--- src/rtl/bcd_pkg.sv ---
// bcd_pkg: shared types, constants and helpers for the cascaded BCD counter.
//   bcd_digit_t : one packed BCD digit
//   BCD_MAX/MIN : digit range limits
//   bcd_clamp() : maps any 4-bit value onto the legal digit range (min(d, 9))
package bcd_pkg;

  typedef logic [3:0] bcd_digit_t;

  localparam bcd_digit_t BCD_MAX = 4'd9;
  localparam bcd_digit_t BCD_MIN = 4'd0;

  function automatic bcd_digit_t bcd_clamp(input bcd_digit_t d);
    return (d > BCD_MAX) ? BCD_MAX : d;
  endfunction

endpackage

--- src/rtl/bcd_digit.sv ---
// bcd_digit: one BCD digit of the cascaded counter.
// Ports:
//   Clk       - clock, state updates on rising edge
//   Reset     - synchronous active-low reset, digit -> 0
//   Up        - 1 = increment, 0 = decrement on a step
//   StepIn    - ripple enable; digit moves one position when high
//   Load      - parallel load strobe (takes priority over StepIn)
//   LoadDigit - value to load, clamped to 9
//   Digit     - registered digit value
//   ChainOut  - digit sits at its terminal for the current direction
//               (9 when counting up, 0 when counting down)
module bcd_digit
  import bcd_pkg::*;
(
  input  logic       Clk,
  input  logic       Reset,
  input  logic       Up,
  input  logic       StepIn,
  input  logic       Load,
  input  logic [3:0] LoadDigit,
  output logic [3:0] Digit,
  output logic       ChainOut
);

  bcd_digit_t digit_q;
  bcd_digit_t digit_d;
  bcd_digit_t digit_cur;

  // An illegal stored value (10..15) behaves as 9 for both stepping and
  // the chain output, so the counter recovers on the next step.
  assign digit_cur = bcd_clamp(digit_q);

  always_comb begin
    digit_d = digit_q;
    if (Load) begin
      digit_d = bcd_clamp(LoadDigit);
    end else if (StepIn) begin
      if (Up) begin
        digit_d = (digit_cur == BCD_MAX) ? BCD_MIN : digit_cur + 4'd1;
      end else begin
        digit_d = (digit_cur == BCD_MIN) ? BCD_MAX : digit_cur - 4'd1;
      end
    end
  end

  always_ff @(posedge Clk) begin
    if (!Reset) begin
      digit_q <= BCD_MIN;
    end else begin
      digit_q <= digit_d;
    end
  end

  assign Digit    = digit_q;
  assign ChainOut = Up ? (digit_cur == BCD_MAX) : (digit_cur == BCD_MIN);

endmodule

--- src/rtl/bcd_counter_n.sv ---
// bcd_counter_n: N-digit cascaded up/down BCD counter with parallel load
// and wrap-or-saturate behaviour at the terminal count.
// Parameters:
//   NDIGITS - number of digits (1..8)
//   WRAP    - 1 = roll over at terminal, 0 = hold at terminal
// Ports:
//   Clk      - clock
//   Reset    - synchronous active-low reset
//   Trigger  - local count enable
//   Cin      - carry/borrow from the lower-order instance
//   Up       - count direction, 1 = up
//   Load     - parallel load strobe, beats stepping
//   LoadData - BCD value to load (digit 0 in [3:0]), digits > 9 clamp to 9
//   DataOut  - registered BCD count
//   Cout     - combinational carry/borrow out, high when a step hits terminal
module bcd_counter_n
  import bcd_pkg::*;
#(
  parameter int NDIGITS = 4,
  parameter int WRAP    = 1
) (
  input  logic                   Clk,
  input  logic                   Reset,
  input  logic                   Trigger,
  input  logic                   Cin,
  input  logic                   Up,
  input  logic                   Load,
  input  logic [4*NDIGITS-1:0]   LoadData,
  output logic [4*NDIGITS-1:0]   DataOut,
  output logic                   Cout
);

  logic               step;
  logic               at_terminal;
  logic               sat_hold;
  logic [NDIGITS-1:0] en;
  logic [NDIGITS-1:0] chain;

  // Trigger and Cin together still produce a single count.
  assign step        = (Trigger | Cin) & ~Load;
  assign at_terminal = &chain;

  // In saturate mode a step at the terminal is swallowed before it reaches
  // the digits, so the whole count simply holds.
  assign sat_hold    = (WRAP == 0) && at_terminal;

  generate
    for (genvar gi = 0; gi < NDIGITS; gi++) begin : g_digit
      if (gi == 0) begin : g_first
        assign en[gi] = step & ~sat_hold;
      end else begin : g_rest
        // Ripple enable: a digit moves only when every lower digit is at
        // its terminal for the current direction.
        assign en[gi] = en[gi-1] & chain[gi-1];
      end

      bcd_digit u_digit (
        .Clk       (Clk),
        .Reset     (Reset),
        .Up        (Up),
        .StepIn    (en[gi]),
        .Load      (Load),
        .LoadDigit (LoadData[4*gi +: 4]),
        .Digit     (DataOut[4*gi +: 4]),
        .ChainOut  (chain[gi])
      );
    end
  endgenerate

  // Reset gating keeps Cout low during reset regardless of register state.
  assign Cout = Reset & step & at_terminal;

endmodule

--- config.mk ---
export PLATFORM = sky130hd
export DESIGN_NAME = bcd_counter_n
export DESIGN_NICKNAME = d
export VERILOG_FILES = /design/src/rtl/bcd_pkg.sv /design/src/rtl/bcd_digit.sv /design/src/rtl/bcd_counter_n.sv
export SDC_FILE = /design/constraint.sdc
export NUM_CORES = 1
export LEC_CHECK = 0
export ABC_AREA = 1
export BUFFER_PORTS_ARGS = -buffer_cell sky130_fd_sc_hd__buf_4
export CAP_MARGIN = 15
export CORE_UTILIZATION = 40
export DETAILED_ROUTE_END_ITERATION = 10
export MAX_ROUTING_LAYER = met4
export SYNTH_ARGS = -nofsm -noshare
export SYNTH_HDL_FRONTEND = slang
export SYNTH_SLANG_ARGS = --single-unit
--- constraint.sdc ---
create_clock -name Clk -period 2 [get_ports Clk]
set_clock_uncertainty 0.05 [all_clocks]
set_input_delay 0.1 -clock Clk [delete_from_list [all_inputs] [get_ports Clk]]
set_output_delay 0.1 -clock Clk [all_outputs]
set_load 0.05 [all_outputs]
==> results of run 1 <==
## through the flow
stage          power, mW  hold WS [ns]  utilization
2_1_floorplan     0.7912        0.1918            -
3_3_place_gp      0.9329        0.3219       0.5278
3_5_place_dp      0.9324        0.3206       0.5278
4_1_cts            1.193       0.05294       0.5398
5_1_grt            1.278       0.05832       0.5398
6_report           1.186       0.04746       0.5398
## Yosys cell counts, drive strengths merged, types with 2 or more instances
| cell | number |
|---|---|
| a21oi | 9 |
| buf | 7 |
| dfxtp | 16 |
| inv | 29 |
| nand2 | 77 |
| nand3 | 40 |
| nand4 | 5 |
| nor2 | 40 |
| nor3 | 2 |
| o21ai | 29 |
## final timing paths
check	to	slack [ns]	cells after the start
worst min register to register	g_digit[0].u_digit.Digit[3]	0.50	2
worst min-delay path	g_digit[0].u_digit.Digit[0]	0.05	3
worst max register to register	g_digit[3].u_digit.Digit[3]	0.48	9
worst max-delay path	Cout	0.12	6
## power by group through the flow
stage	clock network [mW]	logic, mW	registers (mW)
finish	0.260	0.527	0.399
global route	0.280	0.592	0.406
CTS	0.266	0.528	0.399
detailed placement	0	0.527	0.406
global placement	0	0.529	0.404
floorplan	0	0.290	0.501
## metal layers
| metal | vias up | part of all wire | wire, um | track usage |
|---|---|---|---|---|
| li1 | 937 | - | - | - |
| met1 | 768 | 0.50 | 1938 | 0.2810 |
| met2 | 36 | 0.45 | 1757 | 0.3495 |
| met3 | 3 | 0.039 | 150 | 0.02737 |
| met4 | 0 | 0.0077 | 30 | 0.07267 |
| met5 | - | 0 | 0 | - |
## layout make-up
| cell class | count | area, um^2 | share of cell area |
|---|---|---|---|
| Multi-Input combinational cell | 210 | 1032 | 0.5556 |
| Tap cell | 46 | 57.56 | 0.03098 |
| Clock buffer | 3 | 41.29 | 0.02222 |
| Sequential cell | 16 | 325.3 | 0.1751 |
| Timing Repair Buffer | 39 | 292.8 | 0.1576 |
| Inverter | 29 | 108.9 | 0.05859 |
## kinds of logic after synthesis
kind of cell / after synthesis / synth area share
simple gates: 166 / 0.5198
compound gates: 44 / 0.1640
buf+inv: 36 / 0.1009
flops: 16 / 0.2153
## tightest hold or removal path: cells and delay by family
family          cells  cell delay, ns
compound gates      1            0.05
buf+inv             1            0.08
simple gates        1            0.09
==> results.md, run 1 <==
* Status: complete, no violations
* CTS buffer count at 3
* Area growth, synth to finish at 24.89%
* Crit path from: g_digit[3].u_digit.Digit[1]
* Slew Limit Fails at 0
* Combinational Power Share at 0.445
* Post-CTS setup buffers at 0
* Peak supply drop at 0.0002857 V
* Sequential share of power at 0.336
* Synth Instances at 262
* Initial core utilization at 0.4322
* Post-place setup slack at 0.4018 ns
* Worst hold-check path type: input pin to flip-flop
* Hold Vio Cnt, Final at 0
* Setup tns final at 0 ns
* Crit path cell chain: nor2_1 -> nand2_1 -> o21ai_0 -> nand3_1 -> nor4_4 -> buf_4
* Clk slew on worst S/H paths at 0.07 ns
* Register area share after synthesis at 0.2153
* Clk sinks at 16
* Via count at 1,744
* Final period utilization at 0.9424
* Dpl hpwl at 2.841 mm
* Final wirelength at 3.877 mm
* Flops & latches, synth at 16
* Clock Path Buffers at 2
* Number of global-route vias before repair at 1,590
* Ports at 39
* First-pass GRT wire length at 6.817 mm
* Fmax at 530.6 MHz
* Power Dens Cells at 638.6 nW/um^2
* Worst setup path class: flip-flop to primary output
* Clock latency on the worst-skew pair at 0.26 ns
* Overall Global Routing Usage at 0.2183
* RSZ-0062 raised after global routing: false
* Dominant cell type by area after synthesis: dfxtp_1
* 1st-pass router iterations at 4
* DR iter-0 viols at 128
* Clk root buf: clkbuf_8
* Worst Slack Setup Final at 0.1153 ns
* Filler instances at 381
* Endpoints failing setup at 0
* Gpl congestion at 0.8843
* Slew @ Worst Pin at 0.5598 ns
* LEAKAGE at 0.9295 nW
* Synth cell types at 27
* Count of buffers from port buffering at 38
* Sw Pwr at 0.5200 mW
* Most common cell after layout, fill and taps aside: nand2_1
* CTS H-tree lvls at 1
* Die area at 3967 um^2
* Synth top area cells: dfxtp_1 22%, nand2_1 17%, nand3_1 12%, nor2_1 8.8%, o21ai_0 7.7%
* Design area at 1858 um^2
* Maximum capacitance violations at 0
* DIE WIDTH at 62.99 um
* Initial antenna violation count at 0
* Core area at 3442 um^2
* Ant diodes at 0
* Slew Limit Headroom at 0.6264
* Die Span Y at 62.99 um
* Switching Share at 0.4383
* Final net count at 321
* Grt ovf at 0
* Most frequent cells in the layout: 68 x nand2_1, 39 x buf_4, 36 x nand3_1
* Max reg flops at 16
* Worst path required time at 1.85 ns
* Post-Syn Area per Cell at 5.678 um^2
* Crit-path slowest cell: dfxtp_2
* Largest net degree at the start of global routing at 22
* Pint at 0.6665 mW
* CTS tree: done
* Synth top area share at 0.2153
* CP delay by family, top: simple AND/OR/NAND/NOR gates
* Layout cells sized above 1 at 0.2290
* Worst setup SP type: flip-flop
* Hold-fix buffers at CTS at 0
* Post-cts resize count at 0
* Clock share of power at 0.219
* Vias/cell at 5.085
* Crit path largest cell delay at 0.35 ns
* Cell count after placement at 340
* Final cell count without fillers at 343
* Min cycle time layout at 1.885 ns
* Buf+Inv Stages, Crit Path at 1
* Mapped Area at 1488 um^2
* Fraction of registers with async set/reset at 0
* Antenna Nets Post-Route at 0
* Top FF cell, synth: dfxtp_1
* Residual DRC count at 0
* Crit. End Element: primary output
* Placed Instance Area at 1817 um^2
* DR WL/cell at 11.30 um
* Number of synthesized flops with an enable pin at 0
* Syn. warnings at 0
* Std cell rows at 21
* Syn Nets at 284
* Critical Path Fanout Max at 6
* HP Start: LoadData[0]
* Worst EP arrival at 1.73 ns
* R2r startpoint: g_digit[1].u_digit.Digit[1]
(Power assumes the default switching activity.)
==> run 2, diff against run 1 <==
--- a/config.mk
+++ b/config.mk
@@ -8,9 +8,11 @@
 export ABC_AREA = 1
 export BUFFER_PORTS_ARGS = -buffer_cell sky130_fd_sc_hd__buf_4
 export CAP_MARGIN = 15
+export CORE_ASPECT_RATIO = 1.4
 export CORE_UTILIZATION = 40
 export DETAILED_ROUTE_END_ITERATION = 10
 export MAX_ROUTING_LAYER = met4
+export SLEW_MARGIN = 5
 export SYNTH_ARGS = -nofsm -noshare
 export SYNTH_HDL_FRONTEND = slang
 export SYNTH_SLANG_ARGS = --single-unit
==> results.md, run 2 (synthesis results as in run 1) <==
* Final wirelength at 3.968 mm (+2.3%)
* Final net count at 321 (unchanged)
* Largest net degree at the start of global routing at 22 (unchanged)
* Setup tns final at 0 ns (unchanged)
* Worst setup path class: flip-flop to primary output
* Sw Pwr at 0.5255 mW (+1.1%)
* Clock share of power at 0.248 (+0.029)
* Worst setup SP type: flip-flop
* Std cell rows at 25 (+19%)
* Max reg flops at 16 (unchanged)
* RSZ-0062 raised after global routing: false
* Total power draw at 1.233 mW (+3.9%)
* Residual DRC count at 0 (unchanged)
* First-pass GRT wire length at 6.451 mm (-5.4%)
* Clk root buf: clkbuf_8
* Endpoints failing setup at 0 (unchanged)
* Via count at 1,746 (+0.11%)
* Placed Instance Area at 1809 um^2 (-0.41%)
* Most frequent cells in the layout: 68 x nand2_1, 39 x buf_4, 36 x nand3_1
* DIE WIDTH at 53.54 um (-15%)
* Final period utilization at 0.9467 (+0.004309)
* Status: complete, no violations
* Crit-path slowest cell: dfxtp_2
* Core area at 3472 um^2 (+0.87%)
* Min cycle time layout at 1.893 ns (+0.008617 ns)
* Initial core utilization at 0.4285 (-0.003738)
* Clk sinks at 16 (unchanged)
* Clock latency on the worst-skew pair at 0.26 ns (about the same)
* Vias/cell at 5.166 (+1.6%)
* Overall Global Routing Usage at 0.2256 (+0.007306)
* Layout cells sized above 1 at 0.2315 (+0.002587)
* Crit path cell chain: nor2_1 -> nand2_1 -> o21ai_0 -> nand3_1 -> nor4_4 -> buf_4
* Most common cell after layout, fill and taps aside: nand2_1
* DR WL/cell at 11.74 um (+3.9%)
* Sequential share of power at 0.324 (-0.012)
* Count of buffers from port buffering at 38 (unchanged)
* LEAKAGE at 0.9367 nW (+0.77%)
* Area growth, synth to finish at 25.32%
* Clock Path Buffers at 2 (unchanged)
* DR iter-0 viols at 46 (-64%)
* Fmax at 528.2 MHz (-0.46%)
* CTS H-tree lvls at 1 (unchanged)
* R2r setup slk at 0.52 ns (+0.04 ns)
* Design area at 1864 um^2 (+0.34%)
* Initial antenna violation count at 0 (unchanged)
* Hold-fix buffers at CTS at 0 (unchanged)
* Crit path largest cell delay at 0.35 ns (about the same)
* Slew @ Worst Pin at 0.5760 ns (+0.01621 ns)
* Grt ovf at 0 (unchanged)
* Slew Limit Fails at 0 (unchanged)
* Clk slew on worst S/H paths at 0.07 ns (about the same)
* Peak supply drop at 0.0004723 V (+65%)
* Dpl hpwl at 2.985 mm (+5.1%)
* Power Dens Cells at 661.3 nW/um^2 (+3.6%)
* Number of global-route vias before repair at 1,553 (-2.3%)
* Worst hold-check path type: input pin to flip-flop
* CTS buffer count at 3 (unchanged)
* Die area at 3970 um^2 (about the same)
* Worst path required time at 1.85 ns (about the same)
* Critical Path Fanout Max at 6 (unchanged)
* Hold Vio Cnt, Final at 0 (unchanged)
* Maximum capacitance violations at 0 (unchanged)
* Die Span Y at 74.16 um (+18%)
* Post-CTS setup buffers at 0 (unchanged)
* Pint at 0.7074 mW (+6.1%)
* Slew Limit Headroom at 0.6156 (-0.01082)
* Post-cts resize count at 0 (unchanged)
* Switching Share at 0.4262 (-0.01207)
* Ports at 39 (unchanged)
* Worst EP arrival at 1.74 ns (about the same)
* Core Util, Final at 0.5369 (-0.002867)
* CTS tree: done
* Crit. End Element: primary output
* 1st-pass router iterations at 4 (unchanged)
* Ant diodes at 0 (unchanged)
* Gpl congestion at 0.8100 (-8.4%)
* Combinational Power Share at 0.428 (-0.017)
* Antenna Nets Post-Route at 0 (unchanged)
run 2: cell types whose count changed in the layout (fill, tap and decap cells not counted):
cell and delta:
clkbuf_8 +1
run 2: layer usage:
| metal | GRT usage | wire length (um) | up-vias | part of all wire |
|---|---|---|---|---|
| li1 | - | - | 932 | - |
| met2 | 0.3875 | 2034 | 32 | 0.51 |
| met4 | 0.09064 | 51 | 0 | 0.013 |
| met1 | 0.2586 | 1767 | 777 | 0.45 |
| met3 | 0.02658 | 116 | 5 | 0.029 |
| met5 | - | 0 | - | 0 |
run 2: metrics by stage:
step	worst slack, ns	hold slack, ns	std cells
2_1_floorplan	0.04437	0.1918	262
3_3_place_gp	0.4092	0.3089	334
3_5_place_dp	0.3925	0.3200	334
4_1_cts	0.09662	0.04669	338
5_1_grt	0.02799	0.04426	338
6_report	0.1067	0.05356	338
run 2: final cells by class:
type | instances | area [um^2]
fill | 409 | 1608
multi-input combinational | 210 | 1032
sequential | 16 | 325.3
timing repair buffer | 39 | 292.8
inverter | 29 | 108.9
clock buffer | 4 | 55.05
tap | 40 | 50.05
run 2: worst paths after layout:
check                                                  from                          end  depth (start not counted)
worst max register to register  g_digit[1].u_digit.Digit[3]  g_digit[3].u_digit.Digit[1]                          9
worst max-delay path            g_digit[3].u_digit.Digit[1]                         Cout                          6
worst min register to register  g_digit[0].u_digit.Digit[3]  g_digit[0].u_digit.Digit[3]                          2
worst min-delay path                            LoadData[0]  g_digit[0].u_digit.Digit[0]                          3
run 2: worst max-delay path: cells and delay by family (launching register included):
| family | cells | cell delay, ns |
|---|---|---|
| buffers and inverters | 1 | 0.24 |
| AO/OA/AOI/OAI | 1 | 0.16 |
| flip-flops | 1 | 0.35 |
| AND/OR/NAND/NOR | 4 | 0.73 |
run 2: power groups by stage:
stage	Clock, mW	Combinational [mW]	Sequential, mW
4_1_cts	0.317	0.530	0.398
6_report	0.306	0.527	0.399
2_1_floorplan	0	0.290	0.501
5_1_grt	0.329	0.586	0.404
3_3_place_gp	0	0.530	0.406
3_5_place_dp	0	0.529	0.405
==> run 3, diff against run 2 <==
--- a/config.mk
+++ b/config.mk
@@ -8,10 +8,12 @@
 export ABC_AREA = 1
 export BUFFER_PORTS_ARGS = -buffer_cell sky130_fd_sc_hd__buf_4
 export CAP_MARGIN = 15
+export CELL_PAD_IN_SITES_DETAIL_PLACEMENT = 1
+export CELL_PAD_IN_SITES_GLOBAL_PLACEMENT = 1
 export CORE_ASPECT_RATIO = 1.4
-export CORE_UTILIZATION = 40
+export CORE_UTILIZATION = 38
 export DETAILED_ROUTE_END_ITERATION = 10
-export MAX_ROUTING_LAYER = met4
+export PLACE_DENSITY_LB_ADDON = 0.1
 export SLEW_MARGIN = 5
 export SYNTH_ARGS = -nofsm -noshare
 export SYNTH_HDL_FRONTEND = slang
==> results.md, run 3 (synthesis results as in run 1) <==
* Setup tns final at 0 ns (unchanged)
* Final wirelength at 4.217 mm (+6.3%)
* Overall Global Routing Usage at 0.2256 (about the same)
* Max reg flops at 16 (unchanged)
* R2r startpoint: g_digit[1].u_digit.Digit[3]
* Dpl hpwl at 3.328 mm (+11%)
* Hold depth at 3 (unchanged)
* Worst path required time at 1.85 ns (about the same)
* WHS Endpoint: g_digit[0].u_digit.Digit[0]
* First-pass GRT wire length at 7.189 mm (+11%)
* Count of buffers from port buffering at 38 (unchanged)
* Layout cells sized above 1 at 0.2323 (+0.0007796)
* LEAKAGE at 0.9308 nW (-0.63%)
* RR Endpoint: g_digit[3].u_digit.Digit[2]
* Die area at 4173 um^2 (+5.1%)
* Most common cell after layout, fill and taps aside: nand2_1
* Post-place setup slack at 0.3479 ns (-0.04462 ns)
* Filler instances at 538 (+32%)
* Die Span Y at 76.03 um (+2.5%)
* Clock latency on the worst-skew pair at 0.26 ns (about the same)
* Grt ovf at 0 (unchanged)
* Clk root buf: clkbuf_8
* Initial antenna violation count at 0 (unchanged)
* Largest net degree at the start of global routing at 22 (unchanged)
* Worst r2r path cells at 9 (unchanged)
* CTS H-tree lvls at 1 (unchanged)
* Min cycle time layout at 1.817 ns (-0.07656 ns)
* Total power draw at 1.190 mW (-3.5%)
* RSZ-0062 raised after global routing: false
* Slew @ Worst Pin at 0.5736 ns (-0.002463 ns)
* Vias/cell at 5.298 (+2.6%)
* Peak supply drop at 0.0003390 V (-28%)
* HP Start: LoadData[0]
* Ports at 39 (unchanged)
* Residual DRC count at 0 (unchanged)
* Clk sinks at 16 (unchanged)
* R2r setup slk at 0.48 ns (-0.04 ns)
* Gpl congestion at 0.8191 (+1.1%)
* DR WL/cell at 12.44 um (+6.0%)
* Critical Path Fanout Max at 6 (unchanged)
* Fmax at 550.4 MHz (+4.2%)
* Area growth, synth to finish at 24.98%
* Final net count at 321 (unchanged)
* Ant diodes at 0 (unchanged)
* Std cell rows at 26 (+4.0%)
* Worst Hold Slack at 0.04400 ns (-0.009557 ns)
* CTS tree: done
* Final period utilization at 0.9084 (-0.03828)
* Power Dens Cells at 639.9 nW/um^2 (-3.2%)
* DIE WIDTH at 54.88 um (+2.5%)
* Core area at 3709 um^2 (+6.8%)
* DR iter-0 viols at 22 (-52%)
* Status: complete, no violations
* Worst setup path class: flip-flop to primary output
* Most frequent cells in the layout: 68 x nand2_1, 38 x buf_4, 36 x nand3_1
* Worst Slack Setup Final at 0.1832 ns (+0.07656 ns)
* Crit. End Element: primary output
* Footprint of the multi-input gates at 1035 um^2 (+0.24%)
* Clk slew on worst S/H paths at 0.06 ns (about the same)
* Worst hold-check path type: input pin to flip-flop
* Seq. cell area at 325.3 um^2 (unchanged)
* 1st-pass router iterations at 4 (unchanged)
* Maximum capacitance violations at 0 (unchanged)
* Initial core utilization at 0.4011 (-0.02732)
* Antenna Nets Post-Route at 0 (unchanged)
* Worst EP arrival at 1.67 ns (-0.07 ns)
* Clock Path Buffers at 2 (unchanged)
* Endpoints failing setup at 0 (unchanged)
* Via count at 1,796 (+2.9%)
* Hold Vio Cnt, Final at 0 (unchanged)
* Number of global-route vias before repair at 1,727 (+11%)
* Slew Limit Headroom at 0.6172 (+0.001644)
* Worst setup SP type: flip-flop
* Slew Limit Fails at 0 (unchanged)
* CTS buffer count at 3 (unchanged)
## run 3: changes by cell type in the layout (fill, tap and decap cells not counted), sizes merged
| cell | before | now |
|---|---|---|
| clkbuf | 4 | 3 |
## run 3: power breakdown
part / total [mW] / internal (mW) / switching [mW]
clock: 0.256 / 0.134 / 0.122
combinational: 0.534 / 0.182 / 0.352
sequential: 0.400 / 0.351 / 0.0489
total: 1.19 / 0.667 / 0.523
## run 3: through the flow
| stage | utilization | cells | cell area [um^2] |
|---|---|---|---|
| 3_5_place_dp | 0.4885 | 336 | 1812 |
| 2_1_floorplan | - | 262 | 1508 |
| 4_1_cts | 0.4997 | 339 | 1853 |
| 5_1_grt | 0.5014 | 339 | 1859 |
| 3_3_place_gp | 0.4885 | 336 | 1812 |
| 6_report | 0.5014 | 339 | 1859 |
## run 3: how the worst max path moves through the flow
stage / startpoint / endpoint / slack, ns / cells past startpoint
6_report: g_digit[3].u_digit.Digit[1] / Cout / 0.18 / 6
2_1_floorplan: g_digit[1].u_digit.Digit[1] / Cout / 0.04 / 6
3_3_place_gp: g_digit[3].u_digit.Digit[1] / Cout / 0.41 / 6
5_1_grt: g_digit[3].u_digit.Digit[0] / Cout / 0.006 / 7
3_5_place_dp: g_digit[3].u_digit.Digit[1] / Cout / 0.35 / 6
4_1_cts: g_digit[3].u_digit.Digit[1] / Cout / 0.06 / 6
## run 3: final cells by class
cell class,instances,share of cell area
inverter,29,0.05855
sequential,16,0.1750
timing repair buffer,39,0.1595
multi-input combinational,210,0.5565
tap,42,0.02826
clock buffer,3,0.02221
## run 3: critical path: stages (launching register included)
cell and delay, ns:
dfxtp_2 0.35, nor2_2 0.16, nand2_1 0.11, o21ai_0 0.16, nand3_1 0.14, nor4_4 0.31
buf_6 0.19
## run 3: routing by layer
metal  global-route usage  part of all wire
met2               0.3916              0.53
met4              0.08462             0.014
met5                    0                 0
met1               0.2699              0.44
met3              0.01796             0.019
## run 3: what timing repair did
item	CTS	global route
buffers inserted	0	0
hold buffers	0	0
gates resized for setup	0	2
endpoints found under the setup margin	0	1
